### src/rtl/sram_1r1w_be_ctrl.sv
// Front-end for a 1R1W byte-enable SRAM: zero-fills the array after reset,
// then serves one writer and two round-robin read clients with write-to-read forwarding.
module sram_1r1w_be_ctrl #(
  parameter int ADDR_SZ       = 9,
  parameter int DATA_SZ_BYTES = 8,
  parameter int MEM_SZ        = 512
) (
  input  logic                       clk,
  input  logic                       reset,
  output logic                       init_done,
  input  logic                       wr_valid,
  output logic                       wr_ready,
  input  logic [ADDR_SZ-1:0]         wr_addr,
  input  logic [DATA_SZ_BYTES-1:0]   wr_bytes,
  input  logic [DATA_SZ_BYTES*8-1:0] wr_data,
  input  logic [1:0]                 rd_req_valid,
  output logic [1:0]                 rd_req_ready,
  input  logic [2*ADDR_SZ-1:0]       rd_req_addr,
  output logic [1:0]                 rd_resp_valid,
  input  logic [1:0]                 rd_resp_ready,
  output logic [DATA_SZ_BYTES*8-1:0] rd_resp_data,
  output logic                       sram_write_en,
  output logic [DATA_SZ_BYTES-1:0]   sram_write_bytes,
  output logic [ADDR_SZ-1:0]         sram_write_addr,
  output logic [DATA_SZ_BYTES*8-1:0] sram_write_data,
  output logic                       sram_read_en,
  output logic [ADDR_SZ-1:0]         sram_read_addr,
  input  logic [DATA_SZ_BYTES*8-1:0] sram_read_data
);
  localparam int D = DATA_SZ_BYTES * 8;
  localparam logic [ADDR_SZ-1:0] LAST_ADDR = ADDR_SZ'(MEM_SZ - 1);

  typedef enum logic {INIT, RUN} state_e;

  state_e                   state_q, state_d;
  logic [ADDR_SZ-1:0]       init_cnt_q, init_cnt_d;
  logic                     init_done_q, init_done_d;
  logic                     rr_ptr_q, rr_ptr_d;
  logic [1:0]               resp_valid_q, resp_valid_d;
  logic [DATA_SZ_BYTES-1:0] fwd_mask_q, fwd_mask_d;
  logic [D-1:0]             fwd_data_q, fwd_data_d;

  logic [1:0]         grant;
  logic               rd_free;
  logic [ADDR_SZ-1:0] rd_addr;

  always_comb begin
    state_d          = state_q;
    init_cnt_d       = init_cnt_q;
    init_done_d      = init_done_q;
    rr_ptr_d         = rr_ptr_q;
    resp_valid_d     = resp_valid_q;
    fwd_mask_d       = fwd_mask_q;
    fwd_data_d       = fwd_data_q;
    grant            = 2'b00;
    wr_ready         = 1'b0;
    sram_write_en    = 1'b0;
    sram_write_bytes = '0;
    sram_write_addr  = '0;
    sram_write_data  = '0;
    sram_read_en     = 1'b0;
    sram_read_addr   = '0;

    // A new read may be accepted in the same cycle the held response drains.
    rd_free = (resp_valid_q == 2'b00) || ((resp_valid_q & rd_resp_ready) != 2'b00);

    case (state_q)
      INIT: begin
        sram_write_en    = 1'b1;
        sram_write_bytes = '1;
        sram_write_addr  = init_cnt_q;
        init_cnt_d       = init_cnt_q + 1'b1;
        if (init_cnt_q == LAST_ADDR) begin
          state_d     = RUN;
          init_done_d = 1'b1;
        end
      end
      RUN: begin
        wr_ready         = 1'b1;
        sram_write_en    = wr_valid;
        sram_write_bytes = wr_bytes;
        sram_write_addr  = wr_addr;
        sram_write_data  = wr_data;
        resp_valid_d     = resp_valid_q & ~rd_resp_ready;
        if (rd_free) begin
          if (rd_req_valid == 2'b11) grant = rr_ptr_q ? 2'b10 : 2'b01;
          else                       grant = rd_req_valid;
        end
      end
      default: state_d = INIT;
    endcase

    rd_addr = grant[1] ? rd_req_addr[ADDR_SZ +: ADDR_SZ] : rd_req_addr[0 +: ADDR_SZ];

    if (grant != 2'b00) begin
      sram_read_en   = 1'b1;
      sram_read_addr = rd_addr;
      rr_ptr_d       = grant[0];
      resp_valid_d   = grant;
      // SRAM returns pre-write data on a same-address collision; patch those bytes.
      fwd_mask_d     = (wr_valid && wr_addr == rd_addr) ? wr_bytes : '0;
      fwd_data_d     = wr_data;
    end

    if (reset) begin
      wr_ready      = 1'b0;
      sram_write_en = 1'b0;
      sram_read_en  = 1'b0;
      grant         = 2'b00;
    end
  end

  always_ff @(posedge clk) begin
    if (reset) begin
      state_q      <= INIT;
      init_cnt_q   <= '0;
      init_done_q  <= 1'b0;
      rr_ptr_q     <= 1'b0;
      resp_valid_q <= 2'b00;
      fwd_mask_q   <= '0;
      fwd_data_q   <= '0;
    end else begin
      state_q      <= state_d;
      init_cnt_q   <= init_cnt_d;
      init_done_q  <= init_done_d;
      rr_ptr_q     <= rr_ptr_d;
      resp_valid_q <= resp_valid_d;
      fwd_mask_q   <= fwd_mask_d;
      fwd_data_q   <= fwd_data_d;
    end
  end

  always_comb begin
    rd_resp_data = sram_read_data;
    for (int b = 0; b < DATA_SZ_BYTES; b++)
      if (fwd_mask_q[b]) rd_resp_data[b*8 +: 8] = fwd_data_q[b*8 +: 8];
  end

  assign init_done     = init_done_q;
  assign rd_req_ready  = grant;
  assign rd_resp_valid = resp_valid_q;
endmodule

### config.mk
export PLATFORM = sky130hd
export DESIGN_NAME = sram_1r1w_be_ctrl
export DESIGN_NICKNAME = d
export VERILOG_FILES = /design/src/rtl/sram_1r1w_be_ctrl.sv
export SDC_FILE = /design/constraint.sdc
export NUM_CORES = 1
export LEC_CHECK = 0
export BUFFER_PORTS_ARGS = -buffer_cell sky130_fd_sc_hd__buf_2
export CORE_MARGIN = 5
export CORE_UTILIZATION = 35
export CTS_CLUSTER_DIAMETER = 30
export CTS_CLUSTER_SIZE = 14
export DETAILED_ROUTE_END_ITERATION = 7
export PLACE_DENSITY = 0.75
export SETUP_SLACK_MARGIN = 0.3
export SYNTH_ARGS = -nofsm -noshare
export SYNTH_HDL_FRONTEND = slang
export SYNTH_SLANG_ARGS = --single-unit
### constraint.sdc
create_clock -name clk -period 3.9 [get_ports clk]
set_clock_uncertainty 0.1 [all_clocks]
set_input_delay 0.39 -clock clk [delete_from_list [all_inputs] [get_ports clk]]
set_output_delay 0.39 -clock clk [all_outputs]
set_load 0.005 [all_outputs]
# Word level (Yosys, flattened, before mapping)
# Index checks and enable logic that the tools add are counted.
[op_classes]
bitwise_logic = 4
reduce_logical = 7
mux = 29
n_eq_ne = 3
add_sub_neg = 1
[ops]
columns = ["op", "count"]
rows = [
  ["2-to-1 mux 8 bit", 9],
  ["2-to-1 mux 64 bit", 1],
  ["2-to-1 mux 9 bit", 2],
  ["one-hot mux 9 bit (2 select lines)", 1],
  ["one-hot mux 8 bit (2 select lines)", 1],
  ["2-to-1 mux 2 bit", 7],
  ["adder 9 x 1 -> 9 bit (second input constant)", 1],
  ["== test 9 bit", 1],
  ["== test 9 bit (second input constant)", 1],
  ["2-to-1 mux 1 bit", 7],
  ["nonzero test 2 bit", 3],
  ["bitwise AND 2 bit", 2],
  ["== test 2 bit (second input constant)", 1],
  ["logical NOT 2 bit", 1],
  ["NOT 2 bit", 1],
  ["one-hot mux 1 bit (2 select lines)", 1],
  ["AND reduction 2 bit", 1],
  ["logical AND 1 bit", 1],
  ["logical OR 1 bit", 1],
  ["NOT 1 bit", 1],
]
[word_totals]
inputBits = 170
out_inout_bits = 162
word_cells = 51
regBits = 86

# Logic depth before layout (Yosys ltp)
# Gate-level depths: netlist of run 1.
[logic_depth]
ltp_word = 9
depth_mapped = 7
mapped_depth_nobuf = 6

# Least setup slack after synthesis of run 1
# Ideal clock, no wire load.
[synth_timing]
path_kind = "in2out"
from = "in rd_resp_ready[0]"
to = "out sram_read_addr[0]"
arrival_time_ps = 1319
t_required_ps = 3410
path_stages = 6
slack_ps = 2091
cell_sequence = "a22o_1 > o21a_4 > nand2_1 > buf_2 > nand2_1 > a21oi_1"
[synth_between]
elab_chain_len = 7
[synth_rtl]
columns = ["item", "line_no", "source"]
rows = [
  ["start: declaration", "20", "input logic [1:0] rd_resp_ready,"],
  ["bitwise AND 2 bit *", "65", "rd_free = (resp_valid_q == 2'b00) || ((resp_valid_q & rd_resp_ready) != 2'b00);"],
  ["nonzero test 2 bit *", "65", ""],
  ["logical OR 1 bit *", "65", ""],
  ["2-to-1 mux 2 bit *", "85", "if (rd_free) begin"],
  ["2-to-1 mux 2 bit *", "67", "case (state_q)"],
  ["2-to-1 mux 9 bit / nonzero test 2 bit (equally long branches)", "93, 95", ""],
  ["2-to-1 mux 9 bit *", "95", "if (grant != 2'b00) begin"],
  ["end: declaration", "27", "output logic [ADDR_SZ-1:0] sram_read_addr,"],
]
# Mark *: on every way between the ends. The rest lies on a longest branch, timed or not.

# Final worst setup path of run 1
[layout_timing]
from = "reg state_q"
to = "out sram_write_addr[5]"
[layout_between]
elab_chain_len = 2
[layout_rtl]
columns = ["item", "line_no", "source"]
rows = [
  ["start: declaration", "35", "state_e state_q, state_d;"],
  ["start signal: assignment", "123", "state_q <= state_d;"],
  ["NOT 1 bit", "--", ""],
  ["one-hot mux 9 bit (2 select lines) *", "67", ""],
  ["end: declaration", "24", "output logic [ADDR_SZ-1:0] sram_write_addr,"],
]
# Marked as above.

==> results of run 1 <==
-- report_power, final --
part,internal [uW],total (uW),switching (uW)
clock network,563,911,348
registers,881,884,3.49
logic,130,240,110
-- final cells by class --
| class | instances | area share |
|---|---|---|
| Sequential cell | 86 | 0.249 |
| Timing Repair Buffer | 336 | 0.245 |
| Clock buffer | 11 | 0.0337 |
| Tap cell | 180 | 0.0326 |
| Clock inverter | 5 | 0.0121 |
| Inverter | 6 | 0.00326 |
| Multi-Input combinational cell | 471 | 0.424 |
-- sequential cells by signal (all words and copies together) (netlist names) --
signal	cells
init_cnt_q	9
init_done	1
fwd_data_q	64
rr_ptr_q	1
fwd_mask_q	8
state_q	1
rd_resp_valid	2
-- metal layers --
metal	global-route usage	vias to the layer above
met3	0.0425	25
met4	0.0655	0
met5	0	-
met2	0.323	238
met1	0.241	2370
li1	-	2626
-- per-stage QoR --
step           hold slack [ns]  instances  utilization  power [uW]  setup WS (ns)
2_1_floorplan            0.333        608            -         991           2.09
3_3_place_gp             0.339       1079        0.479        1140           1.58
3_5_place_dp             0.344       1079        0.479        1140           1.51
4_1_cts                  0.176       1095        0.502        2070           1.34
5_1_grt                  0.189       1095        0.502        2130           1.20
6_report                 0.198       1095        0.502        2040           1.39
-- kinds of logic (layout without fill, tap and decap cells) --
kind of cell	after synthesis	after routing	synth area share
flops	86	86	0.354
fa+ha+maj	2	2	0.00514
xor+xnor	21	21	0.0378
compound gates	106	106	0.130
buf+inv	51	358	0.0471
simple gates	268	268	0.255
mux	74	74	0.171
-- Yosys cell counts (all sizes together), types with 2 or more instances --
cell type / count / area [um2]
nand2: 144 / 541
dfxtp: 86 / 1720
a21oi: 81 / 405
mux2: 72 / 811
and2: 64 / 400
clkbuf: 25 / 93.8
nand3: 22 / 110
nor2: 22 / 85.1
buf: 20 / 113
xnor2: 11 / 96.3
xor2: 10 / 87.6
o2bb2ai: 9 / 78.8
nand2b: 8 / 50.1
inv: 6 / 22.5
o21ai: 6 / 33.8
a21o: 2 / 15.0
ha: 2 / 25.0
mux2i: 2 / 20.0
nor2b: 2 / 12.5
o21a: 2 / 22.5
-- final timing paths --
kind	endpoint	slack [ns]	from
worst max-delay path	sram_write_addr[5]	1.39	state_q
worst min-delay path	fwd_data_q[5]	0.20	wr_data[5]
worst max register to register	fwd_data_q[29]	1.73	rd_resp_valid[0]
worst min register to register	fwd_data_q[54]	0.35	fwd_data_q[54]
-- critical path: stages (launching register included) --
cell and delay (ns):
dfxtp_2 0.49, buf_4 0.63, mux2_2 0.42, buf_2 0.13
==> reports/results.tsv, run 1 <==
metric	value	unit
status	finished clean	
synth-main-ff-cell	dfxtp_1	
final_area	6910	um2
area_growth	42.1	%
synth_seq_area_share	0.354	
hp-class	input pin to flop	
synth_edf_count	0	
wl_met3	1.32	mm
p_leak	0.00318	uW
setup.worst_path.class	flop to primary output	
dp_hpwl	13.1	mm
dpl_cell_area	6590	um2
drt-initial-drc-count	245	
final-hold-violation-count	0	
cts_setup_buffers	0	
drv_cap	0	
setup_viol	0	
peakVddDrop	0.000228	V
rsz0062_at_grt	no	
die_w	128	um
grt_antenna_before_repair	0	
clkSlewWorstSetupHoldPaths	0.07	ns
num_rows	43	
die_h	128	um
via_count	5259	
crit_arrival	2.02	ns
syn_inst	608	
gp_congestion	0.874	
root_buffer	clkbuf_16	
syn_nets	780	
highest_layer	met4	
tightestPinTransition	1.04	ns
cts_tree	yes	
postCtsHoldBufs	0	
start_kind	flop	
ioPinCount	332	
end_kind	primary output	
worstPathMaxFanout	80	
post_drt_wl_per_cell	15.3	um
final_nets	1082	
reg2regPathDepth	6	
clockBufferDepth	2	
drcViolationCount	0	
avgSynthCellArea	8.00	um2
yosysWarnings	0	
numCtsBuffers	9	
cts-htree-levels	3	
diodes	0	
routed_wl	16.8	mm
power-per-cell-area	294	nW/um2
fmax	0.399	GHz
core_region_area	13800	um2
die_area	16400	um2
clock_latency	0.33	ns
m1WireLength	6.94	mm
grt_pass1_wl	25.2	mm
synth-seq-cells	86	
regArea	1720	um2
multi_input_area	2930	um2
grt_start_max_net_pins	81	
final_common_cell	buf_2	
drtPass1Iterations	4	
fill_cells	1381	
drive_above_1_share	0.470	
cts_sinks	86	
hold_depth	3	
wl_met2	8.21	mm
synthArstFlopShare	0	
antenna_left	0	
portBuffers	331	
synth_cell_types	37	
fin_crit	2.51	ns
relSlewSlack	0.306	
timing.final.crit_share	0.643	
cts-resized-gates	0	
grt_usage	0.191	
via_per_inst	4.80	
start_util	0.353	
netlist_area	4860	um2
grt.overflow.total	0	
setup_tns	0	ns
critPathRequiredTime	3.41	ns
grt_pass1_vias	4997	
slew_viol_final	0	
mostFrequentLayoutCells	buf_2 (331), nand2_1 (144), dfxtp_1 (85), a21oi_1 (81), mux2_2 (72)	
No activity file was read; power rests on OpenSTA's default activity.
==> inputs of run 2 (changes only) <==
Clock period 3.9 ns to 2.4 ns, I/O delays scaled along.
==> run 2 against run 1 <==
Effect of this change: sequential power grew 63%; count of clock-buffer cells in the layout increased by 1; sequential share of layout area decreased by 0.39 points; hold slack got worse by 0.16 ns; final cell count grew 0.82%; die area did not move; register-to-register slack lost 1.3 ns; global-route usage increased by 0.28 points; flip-flop and latch count stayed put; wire length up 3.2%; first-iteration DRC count shrank 17%; largest power group is now sequential cells.
==> reports/results.tsv, run 2 (same netlist as run 1, synthesis figures left out) <==
metric	value	unit	change
crit_path_top_delay_cell	mux2_2		was buf_4
root_buffer	clkbuf_16		unchanged
min-delay-start	wr_data[55]		was wr_data[5]
power.share.clock	0.436		was 0.447
mostFrequentLayoutCells	buf_2 (331), nand2_1 (143), dfxtp_1 (83), a21oi_1 (78), mux2_2 (72)		was buf_2 (331), nand2_1 (144), dfxtp_1 (85), a21oi_1 (81), mux2_2 (72)
num_rows	43		unchanged
grt_usage	0.194		was 0.191
numCtsBuffers	9		unchanged
clkSlewWorstSetupHoldPaths	0.07	ns	about the same
worstPathMaxFanout	76		was 80
finalPower	3250	uW	was 2040 uW
post_drt_wl_per_cell	15.7	um	was 15.3 um
top_register	fwd_data_q		unchanged
core_region_area	13800	um2	unchanged
final_common_cell	buf_2		unchanged
dp_hpwl	13.3	mm	was 13.1 mm
setup_tns	0	ns	unchanged
path_cells	buf_6 > mux2_2 > buf_2		was buf_4 > mux2_2 > buf_2
fmax	0.493	GHz	
die_area	16400	um2	unchanged
final_nets	1091		was 1082
final_core_util	0.510		was 0.502
post_layout_nonfiller_instances	1104		was 1095
setup.worst_path.class	flop to primary output		unchanged
via_per_inst	4.84		was 4.80
cts_tree	yes		unchanged
fill_cells	1349		was 1381
crit_start	state_q		unchanged
cts_sinks	86		unchanged
relSlewSlack	0.578		was 0.306
grt_start_max_net_pins	77		was 81
drive_above_1_share	0.487		was 0.470
setup_viol	0		unchanged
crit_arrival	1.69	ns	was 2.02 ns
diodes	0		unchanged
drt-initial-drc-count	204		was 245
tightestPinTransition	0.633	ns	was 1.04 ns
hp-class	input pin to flop		unchanged
p_leak	0.00324	uW	was 0.00318 uW
reg_top3	fwd_data_q x64, init_cnt_q x9, fwd_mask_q x8		unchanged
holdWs	0.0418	ns	was 0.198 ns
grt_antenna_before_repair	0		unchanged
clockBufferDepth	2		unchanged
multi_input_area	3000	um2	was 2930 um2
critPathRequiredTime	2.06	ns	was 3.41 ns
grt_pass1_wl	25.6	mm	was 25.2 mm
switching_power	749	uW	was 461 uW
pwr-share-seq	0.442		was 0.435
regArea	1730	um2	was 1720 um2
dp_cells	1082		was 1079
grt_pass1_vias	5096		was 4997
fin_crit	2.03	ns	
drcViolationCount	0		unchanged
cts-htree-levels	3		unchanged
die_w	128	um	unchanged
gp_congestion	0.886		was 0.874
p_int	2500	uW	was 1570 uW
grt.overflow.total	0		unchanged
routed_wl	17.3	mm	was 16.8 mm
portBuffers	331		unchanged
antenna_left	0		unchanged
largest_reg_flops	64		unchanged
peakVddDrop	0.000259	V	was 0.000228 V
start_util	0.353		unchanged
start_kind	flop		unchanged
die_h	128	um	unchanged
area_growth	44.5	%	was 42.1%
slew_viol_final	0		unchanged
timing.final.crit_share	0.844		
drtPass1Iterations	4		unchanged
ioPinCount	332		unchanged
rsz0062_at_grt	no		unchanged
worst_r2r_startpoint	rd_resp_valid[0]		unchanged
via_count	5342		was 5259
power_frac_comb	0.122		was 0.118
switching_share	0.230		was 0.227
end_kind	primary output		unchanged
power-per-cell-area	463	nW/um2	was 294 nW/um2
drv_cap	0		unchanged
clock_latency	0.33	ns	about the same
max_stage_delay	0.40	ns	was 0.63 ns
final-hold-violation-count	0		unchanged
status	finished clean		unchanged
-- run 2: layout make-up --
class	instances	share of cell area
Clock buffer	12	0.0365
Inverter	6	0.00320
Timing Repair Buffer	342	0.250
Clock inverter	4	0.00641
Sequential cell	86	0.245
Tap cell	180	0.0320
Multi-Input combinational cell	474	0.427
-- run 2: worst paths after layout --
check	to	slack, ns	cells after the start
worst min-delay path	fwd_data_q[55]	0.04	3
worst max register to register	fwd_data_q[22]	0.45	6
worst max-delay path	sram_write_addr[5]	0.37	3
worst min register to register	fwd_data_q[35]	0.35	2
-- run 2: worst max-delay path: cells and delay by family (launching register included) --
kind / cells / cell delay (ns)
multiplexers: 1 / 0.40
flip-flops: 1 / 0.35
buffers and inverters: 2 / 0.51
-- run 2: power by group through the flow --
stage	combinational, uW	sequential [uW]	clock (uW)
CTS	398	1440	1460
global route	437	1440	1520
detailed placement	394	1470	0
finish	398	1440	1420
floorplan	143	1470	0
global placement	392	1470	0
-- run 2: stage by stage --
step                      worst slack (ns)  cell area (um2)
final                                0.373             7030
after global routing                 0.296             7030
after global placement               0.415             6630
after floorplan                      0.806             4860
after detailed placement             0.363             6630
after CTS                            0.310             6940
-- run 2: routing by layer --
| metal | GRT usage | wire length [um] | share of wire |
|---|---|---|---|
| met5 | 0 | 0 | 0 |
| met4 | 0.0687 | 363 | 0.021 |
| met3 | 0.0442 | 1420 | 0.082 |
| met2 | 0.330 | 8360 | 0.48 |
| met1 | 0.240 | 7170 | 0.41 |
-- run 2: timing repair --
item                                   CTS  global route
endpoints found under the hold margin    0             0
setup endpoints to repair               15            54
hold buffers                             0             0
gates cloned                             0             3
pin swaps                                0             2
gates resized for setup                  4            11
setup buffers                            0             3
==> inputs of run 3 (changes only) <==
Settings changed: ABC_AREA set to 1.
Clock period 2.4 ns to 1.9 ns, I/O delays scaled along.
==> run 3 against run 2 <==
Effect of this change: the run now ends with setup timing left; critical path depth grew 5; hold slack lost 0.029 ns; combinational power grew 59%; area after synthesis grew 2.0%; die area grew 1.9%; first-iteration DRC count grew 52%; synthesized cell count grew 21%.
==> reports/results.tsv, run 3 <==
metric	value	unit	change
status	complete, but fails checks		was finished clean
violations	setup timing		
clock_latency	0.34	ns	was 0.33 ns
synth_seq_area_share	0.347		was 0.354
setup.worst_path.class	flop to primary output		unchanged
rsz0062_at_grt	yes		was no
critPathBufInv	3		was 2
ys_top_cells_by_count	nor2_1 (155), nand2_1 (119), inv_1 (98)		was nand2_1 (144), dfxtp_1 (86), a21oi_1 (81)
fill_cells	1045		was 1349
synth_top_area_frac	0.347		was 0.354
tightestPinTransition	0.412	ns	was 0.633 ns
synth.most_common_cell	nor2_1		was nand2_1
peakVddDrop	0.000444	V	was 0.000259 V
routed_wl	24.1	mm	was 17.3 mm
power_frac_comb	0.151		was 0.122
cts_sinks	86		unchanged
fmax	0.493	GHz	
antenna_left	0		unchanged
netlist_area	4960	um2	was 4860 um2
gp_congestion	0.876		was 0.886
relSlewSlack	0.725		was 0.578
regArea	1770	um2	was 1730 um2
syn_inst	736		was 608
grt_start_max_net_pins	43		was 77
yosysTopAreaCell	dfxtp_1		unchanged
final_nets	1312		was 1091
syn_nets	908		was 780
start_kind	flop		unchanged
end_kind	primary output		unchanged
holdWs	0.0126	ns	was 0.0418 ns
grt_antenna_before_repair	0		unchanged
root_buffer	clkbuf_16		unchanged
p_leak	0.00536	uW	was 0.00324 uW
post_drt_wl_per_cell	18.2	um	was 15.7 um
die_h	129	um	was 128 um
timing.final.crit_share	1.07		
setup_tns	-1.99	ns	was 0 ns
p_int	3170	uW	was 2500 uW
setup_viol	26		was 0
grt_pass1_wl	34.2	mm	was 25.6 mm
largest_reg_flops	64		unchanged
mostFrequentLayoutCells	buf_2 (315), nor2_1 (129), inv_1 (84), dfxtp_1 (72), o21ai_0 (54)		was buf_2 (331), nand2_1 (143), dfxtp_1 (83), a21oi_1 (78), mux2_2 (72)
top_register	fwd_data_q		unchanged
drcViolationCount	0		unchanged
power.share.clock	0.419		was 0.436
drv_cap	0		unchanged
clockBufferDepth	2		unchanged
synth_edf_count	0		unchanged
drtPass1Iterations	4		unchanged
final_area	9540	um2	was 7030 um2
cts_tree	yes		unchanged
ioPinCount	332		unchanged
grt_pass1_vias	6539		was 5096
synth_area_leaders	dfxtp_1 (35%), mux2_2 (15%), nor2_1 (12%)		was dfxtp_1 (35%), mux2_2 (17%), nand2_1 (11%)
hp-class	input pin to flop		unchanged
use_met3	0.0676		was 0.0442
yosysWarnings	0		unchanged
portBuffers	331		unchanged
synthArstFlopShare	0		unchanged
final-hold-violation-count	0		unchanged
slew_viol_final	0		unchanged
start_util	0.358		was 0.353
power-per-cell-area	440	nW/um2	was 463 nW/um2
reg_top3	fwd_data_q x64, init_cnt_q x9, fwd_mask_q x8		unchanged
dp_hpwl	14.4	mm	was 13.3 mm
avgSynthCellArea	6.74	um2	was 8.00 um2
critPathRequiredTime	1.61	ns	was 2.06 ns
reg2reg_slack	-0.11	ns	was 0.45 ns
setup_ws	-0.127	ns	was 0.373 ns
cp_top_family	simple AND/OR/NAND/NOR gates		was buffers and inverters
drive_above_1_share	0.580		was 0.487
num_rows	43		unchanged
dpl_cell_area	6850	um2	was 6630 um2
numCtsBuffers	9		unchanged
die_area	16700	um2	was 16400 um2
clkSlewWorstSetupHoldPaths	0.06	ns	was 0.07 ns
drt-initial-drc-count	311		was 204
synth-seq-cells	86		unchanged
use_met2	0.457		was 0.330
die_w	129	um	was 128 um
synth_cell_types	30		was 37
switching_share	0.246		was 0.230
worstPathMaxFanout	7		was 76
crit_path_top_delay_cell	dfxtp_4		was mux2_2
area_growth	92.2	%	was 44.5%
cts-htree-levels	3		unchanged
busiest_layer	met2		unchanged
multi_input_area	3520	um2	was 3000 um2
max_stage_delay	0.37	ns	was 0.40 ns
grt.overflow.total	0		unchanged
core_region_area	13900	um2	was 13800 um2
grt_usage	0.265		was 0.194
pwr-share-seq	0.430		was 0.442
grtUsageMet1	0.299		was 0.240
via_count	6743		was 5342
switching_power	1030	uW	was 749 uW
final_common_cell	buf_2		unchanged
path_cells	nand2_1 > nand3_4 > nand4_1 > nand2_4 > inv_6 > buf_12 > nor2_4 > buf_2		was buf_6 > mux2_2 > buf_2
fin_crit	2.03	ns	
crit_arrival	1.74	ns	was 1.69 ns
synth-main-ff-cell	dfxtp_1		unchanged
via_per_inst	5.09		was 4.84
## run 3: repair_timing
action                     in CTS  in global routing
pin swaps                      40                 33
hold endpoints to repair       40                  0
cloned                         20                  1
resized for setup             206                160
setup endpoints to repair     230                208
buffers inserted               28                  5
hold buffers                   40                  0
## run 3: cell type report
type,instances,share of cell area
Multi-Input combinational cell,505,0.369
Antenna cell,2,0.000525
Inverter,99,0.0401
Clock buffer,10,0.0251
Timing Repair Buffer,439,0.351
Sequential cell,86,0.185
Tap cell,180,0.0236
Clock inverter,5,0.00525
## run 3: kinds of logic (layout without fill, tap and decap cells)
group | Yosys count | in the layout | share of synthesized area
AO/OA/AOI/OAI | 113 | 113 | 0.119
buffers and inverters | 145 | 553 | 0.114
flip-flops | 86 | 86 | 0.347
multiplexers | 64 | 64 | 0.145
adder cells (fa/ha/maj) | 2 | 2 | 0.00504
AND/OR/NAND/NOR | 326 | 326 | 0.270
other | 0 | 2 | 0
## run 3: worst register-to-register path: stages, from the launching register on
cell and delay, ns:
dfxtp_2 0.35, inv_2 0.06, a21oi_4 0.21, nand2_8 0.11
buf_8 0.16, nand2_1 0.12, o21ai_2 0.11, nand2_1 0.09
nand3_2 0.11, nor2_4 0.26, nand3_2 0.11, a21oi_1 0.15
## run 3: metal layers
layer | routed length (um) | vias to the layer above
met1 | 8770 | 3099
met2 | 12200 | 415
met4 | 1050 | 0
met3 | 2040 | 87
met5 | 0 | -
li1 | - | 3142
## run 3: path summary, 6_finish.rpt
check | from | endpoint | cells after the start
max | rd_resp_valid[1] | sram_read_addr[2] | 8
min | wr_bytes[0] | fwd_mask_q[0] | 3
min reg2reg | init_done | init_done | 2
max reg2reg | rr_ptr_q | fwd_mask_q[5] | 11
## run 3: metrics by stage
stage,setup slack (ns),total power [uW],cells,utilization
2_1_floorplan,0.231,2020,736,-
3_3_place_gp,0.0682,2320,1215,0.494
3_5_place_dp,-0.0257,2320,1215,0.494
4_1_cts,-0.0285,4180,1318,0.645
5_1_grt,-0.233,4370,1324,0.687
6_report,-0.127,4200,1326,0.687
## run 3: power by group through the flow
| stage | clock (uW) | combinational, uW | sequential, uW |
|---|---|---|---|
| 6_report | 1760 | 633 | 1810 |
| 2_1_floorplan | 0 | 164 | 1850 |
| 4_1_cts | 1790 | 579 | 1810 |
| 3_3_place_gp | 0 | 467 | 1850 |
| 3_5_place_dp | 0 | 471 | 1850 |
| 5_1_grt | 1880 | 684 | 1800 |
